===== config.mk =====
export PLATFORM = sky130hd
export DESIGN_NAME = innings_score_tracker
export DESIGN_NICKNAME = d
export VERILOG_FILES = /design/src/rtl/innings_score_tracker.sv
export SDC_FILE = /design/constraint.sdc
export NUM_CORES = 1
export LEC_CHECK = 0
export CAP_MARGIN = 20
export CELL_PAD_IN_SITES_DETAIL_PLACEMENT = 0
export CELL_PAD_IN_SITES_GLOBAL_PLACEMENT = 1
export CORE_MARGIN = 2
export CORE_UTILIZATION = 38
export CTS_BUF_LIST = sky130_fd_sc_hd__clkbuf_8
export DETAILED_ROUTE_END_ITERATION = 12
export PLACE_DENSITY = 0.82
export SKIP_LAST_GASP = 1
export SYNTH_ARGS = -nofsm -noshare
export SYNTH_HDL_FRONTEND = slang
export SYNTH_SLANG_ARGS = --single-unit

===== constraint.sdc =====
create_clock -name clk -period 2.4 [get_ports clk]
set_input_delay 0.48 -clock clk [delete_from_list [all_inputs] [get_ports clk]]
set_output_delay 0.48 -clock clk [all_outputs]
set_load 0.1 [all_outputs]

===== src/rtl/innings_score_tracker.sv =====
// innings_score_tracker: live T20 innings score (runs, wickets, overs, balls, striker) with end-of-innings detection.
// Optional chase target via `define TARGET_CHASE_EN.
module innings_score_tracker #(
   parameter int MAX_OVERS      = 20,
   parameter int MAX_WICKETS    = 10,
   parameter int BALLS_PER_OVER = 6,
   parameter int RUN_W          = 10
) (
   input  logic             clk,
   input  logic             rst,
   input  logic             start,
   input  logic             ball_in,
   input  logic [2:0]       runs_in,
   input  logic             wicket_in,
   input  logic             extra_in,
`ifdef TARGET_CHASE_EN
   input  logic [RUN_W-1:0] target,
   output logic             target_reached,
`endif
   output logic [RUN_W-1:0] total_runs,
   output logic [3:0]       wickets,
   output logic [4:0]       overs,
   output logic [2:0]       balls,
   output logic             striker,
   output logic             over_done,
   output logic             innings_over,
   output logic             bad_runs
);
   typedef enum logic [1:0] {READY, IN_PLAY, DONE} state_t;
   state_t state, state_nxt;
   logic start_h, ball_h, start_ev, ball_ev, bad, last, hit, finish;
   logic [2:0] r;
   logic [RUN_W:0] sum;
   logic [RUN_W-1:0] runs_nxt;
   logic [3:0] wk_nxt;
   logic [4:0] ov_nxt;
   always_comb begin
      start_ev = start && !start_h && state == READY;
      ball_ev  = ball_in && !ball_h && state == IN_PLAY;
      bad      = runs_in > 3'd6;
      r        = bad ? 3'd0 : runs_in;
      sum      = {1'b0, total_runs} + (RUN_W+1)'(r) + (RUN_W+1)'(extra_in);
      runs_nxt = sum[RUN_W] ? '1 : sum[RUN_W-1:0];
      last     = !extra_in && balls == 3'(BALLS_PER_OVER - 1);
      wk_nxt   = (wicket_in && wickets < 4'(MAX_WICKETS)) ? wickets + 4'd1 : wickets;
      ov_nxt   = overs + 5'(last);
`ifdef TARGET_CHASE_EN
      hit      = target != '0 && runs_nxt >= target;
`else
      hit      = 1'b0;
`endif
      finish   = hit || wk_nxt == 4'(MAX_WICKETS) || ov_nxt == 5'(MAX_OVERS);
      state_nxt = state;
      if (start_ev) state_nxt = IN_PLAY;
      if (ball_ev && finish) state_nxt = DONE;
   end
   assign innings_over = state == DONE;
   always_ff @(posedge clk) begin
      if (rst) begin
         state      <= READY;
         start_h    <= 1'b1;
         ball_h     <= 1'b1;
         total_runs <= '0;
         wickets    <= '0;
         overs      <= '0;
         balls      <= '0;
         striker    <= 1'b0;
         over_done  <= 1'b0;
         bad_runs   <= 1'b0;
`ifdef TARGET_CHASE_EN
         target_reached <= 1'b0;
`endif
      end else begin
         state     <= state_nxt;
         start_h   <= start;
         ball_h    <= ball_in;
         over_done <= ball_ev && last;
         bad_runs  <= ball_ev && bad;
         if (ball_ev) begin
            total_runs <= runs_nxt;
            wickets    <= wk_nxt;
            overs      <= ov_nxt;
            balls      <= last ? 3'd0 : balls + 3'(!extra_in);
            // odd runs swap ends, and so does the change of over
            striker    <= striker ^ r[0] ^ last;
`ifdef TARGET_CHASE_EN
            if (hit) target_reached <= 1'b1;
`endif
         end
      end
   end
endmodule


==> results <==
- STA puts the critical path data arrival time at 2.28 ns.
- The async set or reset register ratio after synthesis is 0%.
- The worst slew margin relative to its limit is 58.06%.
- The simple-gate portion of the synthesized area is 23.19%.
- Of the total power, combinational logic draws 7.8%.
- By area, the combinational part of the netlist is dominated by simple AND/OR/NAND/NOR gates.
- The remaining antenna violation count is 0.
- The clock tree from TritonCTS is done.
- The die span in y is 66.15 µm.
- The design area is 2034 µm².
- Summing the areas of all xor and xnor instances in the mapped netlist gives 6.564% of the synthesized area.
- The global placement routability congestion is 0.7712.
- Across the routed clock network, the largest skew measured is 0.004899 ns.
- The internal power summed over all cells is 0.7164 mW.
- At the end of the flow, the number of nets in the layout was 233.
- The tightest hold path in the finished design has a slack of 0.4852 ns.
- The class of the tightest hold or removal check is flip-flop to flip-flop.
- The quantity of I/O buffers inserted on ports is 34.
- The worst setup path is of the input pin to flip-flop kind.
- After layout, the minimum clock period comes to 2.089 ns.
- Summed over all nets, the half-perimeter wirelength after detailed placement is 2349 µm.
- The static leakage power is 0.8861 nW.
- The number of distinct library cells after synthesis is 41.
- CTS built an H-tree with a depth of 2.
- The highest fanout seen on the critical path is 7.
- Of the total synthesized cell area, the portion taken by full adders, half adders and majority gates is 8.696%.
- Dividing the final minimum period by the clock period gives 87.04%.
- The number of storage elements in the synthesis netlist is 29.
- Among all flip-flop cells after synthesis, the most frequent one is sky130_fd_sc_hd__dfxtp_1.
- The combined area of all synthesized cells is 1468 µm².
- The core footprint is 3689 µm².
- The synthesized netlist devotes 18.24% of its cell area to compound gates.
- The overall track demand over capacity in global routing is 16.02%.
- The die covers 4375 µm².
- The wire length per cell after detailed routing is 11.99 µm.
- The leftover overflow at the end of global routing is 0.
- For the pin with the worst max-slew slack, the measured transition is 0.6271 ns.
- STA classifies the critical path startpoint as an input pin.
- The run finished with clean final reports.
- The peak clock frequency supported by timing is 0.4787 GHz.
- The sequential fraction of design power is 52.1%.
- For the worst-skew pair, the clock arrives at the later sink with an insertion delay of 0.27 ns.
- Summed over all instances, the cell type with the most area after synthesis is sky130_fd_sc_hd__dfxtp_1.
- Summing the sequential cell areas from Yosys gives 39.56% of the chip area.
- The proportion of netlist area held by the largest area contributor is 39.56%.
- 35 I/O pins were placed.
- The iteration count of the initial detailed-routing pass is 4.
- In this run switching power makes up 23.38% of total power.
- The number of DRC violations after detailed-routing iteration 0 is 58.
- Using the TritonRoute via totals, the vias-per-cell ratio works out to 5.045.
- Entering global routing, the biggest net connects 16 pins.
- The library cell used most frequently in the layout, excluding fill and tap cells, is sky130_fd_sc_hd__buf_4.
- Dividing total power by cell area gives a power density of 459.6 nW/µm².
- In the layout the commonest cells are 40 x sky130_fd_sc_hd__buf_4, 25 x sky130_fd_sc_hd__dfxtp_1, 15 x sky130_fd_sc_hd__nand2_1.
- The count of warnings emitted by yosys is 0.
- The overall die width is 66.15 µm.
- The count of hold-fix buffers inserted at cts is 0.
- Across the VDD grid, the largest voltage drop is 261.9 µV.
- The multiplexer area fraction after synthesis is 0.6820%.
- The post-synthesis instance total is 166.
- The analysis attributes to net switching a power of 0.2186 mW.
- The clock net in this run drives a total of 29 sinks.
- The wire length of the first global-routing pass is 5395 µm.
- The number of failing hold endpoints at the final stage is 0.
- The number of antenna violations at the first check in global routing came to 0.
- Across the run, the number of max-cap violations was 0.
- Setup violations remaining at the end of the flow were counted as 0.
- Row generation in the floorplan step produced 22 rows.
- The via count of the first global-routing pass is 1233.
- Setup repair after global routing left no endpoint under its margin.
- Clock tree synthesis inserted a total of 5 buffers.
- The clock passes through at most 2 buffers.
- Ranked by total cell area, the synthesized netlist is headed by sky130_fd_sc_hd__dfxtp_1 40%, sky130_fd_sc_hd__a21oi_1 6.1%, sky130_fd_sc_hd__ha_1 6.0%.
- Once the floorplan was initialized, standard cells occupied 39.79% of the core.
- The routed wire length is 3165 µm.
- The number of nets in the synthesized netlist is 184.
- The DRC violation count after routing is 0.
- The vias after detailed routing is 1332.
- The total count of max-transition violations in the final report came to 0.
- The post-synthesis to final-layout area growth is 38.62%.
- Counting flops with a built-in enable in the synthesized netlist gives 0.
- The worst setup path is captured at a flip-flop.
- The repair_antennas step left the layout with diodes totalling 0.
- CTS placed an instance of sky130_fd_sc_hd__clkbuf_8 at the clock tree root.
- Of the cells placed in the final design, the portion with a size suffix greater than 1 is 32.87%.
- The average instance in the mapped netlist occupies 8.841 µm².
- After detailed placement, the total cell area comes to 1883 µm².
- After clock tree synthesis, the clock-pin slew on the worst setup and hold paths is 0.06 ns.
- For the worst setup path, the data required time is 2.60 ns.
- In this run, the clock network consumes 40.0% of the power.
## worst max-delay path, stage by stage
cell and delay, ns:
sky130_fd_sc_hd__dlymetal6s2s_1 0.13, sky130_fd_sc_hd__nand2_1 0.08, sky130_fd_sc_hd__nand2_2 0.07, sky130_fd_sc_hd__fa_2 0.37, sky130_fd_sc_hd__inv_2 0.07, sky130_fd_sc_hd__fa_2 0.22, sky130_fd_sc_hd__a21oi_2 0.08, sky130_fd_sc_hd__nor3b_4 0.30
sky130_fd_sc_hd__buf_6 0.16, sky130_fd_sc_hd__nand3_4 0.13, sky130_fd_sc_hd__a31oi_1 0.19
## cells in the mapped netlist, drive strengths merged, types with 3 or more instances
cell	number
nor3	4
a31oi	4
nand3	8
buf	4
ha	7
inv	4
xor2	5
nand2	16
clkbuf	3
nor2	14
a21oi	18
dfxtp	29
nor2b	4
xnor2	6
nor3b	4
o21ai	7
## state kept, by name, summed over array words and instances, names as in the netlist
register / cells
total_runs: 10
overs: 5
wickets: 4
balls: 3
state: 2
bad_runs: 1
ball_h: 1
over_done: 1
start_h: 1
striker: 1
## through the flow
| step | setup WS [ns] | instances | util [%] | setup TNS (ns) | power [mW] |
|---|---|---|---|---|---|
| CTS | 0.006526 | 263 | 53.53 | 0 | 0.9488 |
| finish | 0.3110 | 264 | 55.16 | 0 | 0.9350 |
| global placement | -0.2933 | 255 | 51.05 | -2.595 | 0.5675 |
| detailed placement | -0.3601 | 255 | 51.05 | -2.935 | 0.5685 |
| global route | 0.2045 | 264 | 55.16 | 0 | 0.9833 |
| floorplan | 0.001021 | 166 | - | 0 | 0.5339 |
## timing repair
| item | CTS | global route |
|---|---|---|
| endpoints found under the setup margin | 6 | 10 |
| pin swaps | 2 | 5 |
| resized for setup | 2 | 18 |
| buffers inserted | 0 | 1 |
## area by class of cell
class / instances / area [µm²]
clock inverter: 3 / 13.76
sequential: 29 / 585.6
timing repair buffer: 49 / 401.6
clock buffer: 5 / 68.82
inverter: 4 / 15.01
tap: 48 / 60.06
fill: 355 / 1654
multi-input combinational: 126 / 889.6
## kinds of logic (layout without fill, tap and decap cells)
kind of cell | Yosys count | in the layout
AO/OA/AOI/OAI | 43 | 43
XOR/XNOR | 11 | 11
adder cells (fa/ha/maj) | 9 | 9
buffers and inverters | 11 | 61
flip-flops | 29 | 29
multiplexers | 1 | 1
AND/OR/NAND/NOR | 62 | 62
## power groups by stage
| stage | Combinational, mW | Sequential [mW] | Clock [mW] |
|---|---|---|---|
| 6_report | 0.0730 | 0.488 | 0.374 |
| 5_1_grt | 0.0804 | 0.488 | 0.415 |
| 4_1_cts | 0.0713 | 0.487 | 0.390 |
| 3_5_place_dp | 0.0702 | 0.498 | 0 |
| 3_3_place_gp | 0.0694 | 0.498 | 0 |
| 2_1_floorplan | 0.0289 | 0.505 | 0 |
## per-layer routing
| layer | part of all wire, % | vias to the layer above | GRT usage [%] |
|---|---|---|---|
| met1 | 47 | 617 | 19.47 |
| met2 | 48 | 20 | 26.63 |
| met5 | 0 | - | 0 |
| met4 | 1.3 | 0 | 5.357 |
| li1 | - | 690 | - |
| met3 | 4.2 | 5 | 5.111 |
## final timing paths
kind / slack [ns] / start / to / depth (start not counted)
max: 0.31 / runs_in[2] / total_runs[1] / 11
min: 0.49 / overs[0] / overs[0] / 2
max reg2reg: 0.44 / total_runs[0] / total_runs[1] / 9
min reg2reg: 0.49 / overs[0] / overs[0] / 2
Note: power is estimated with default switching activity, not from simulation.
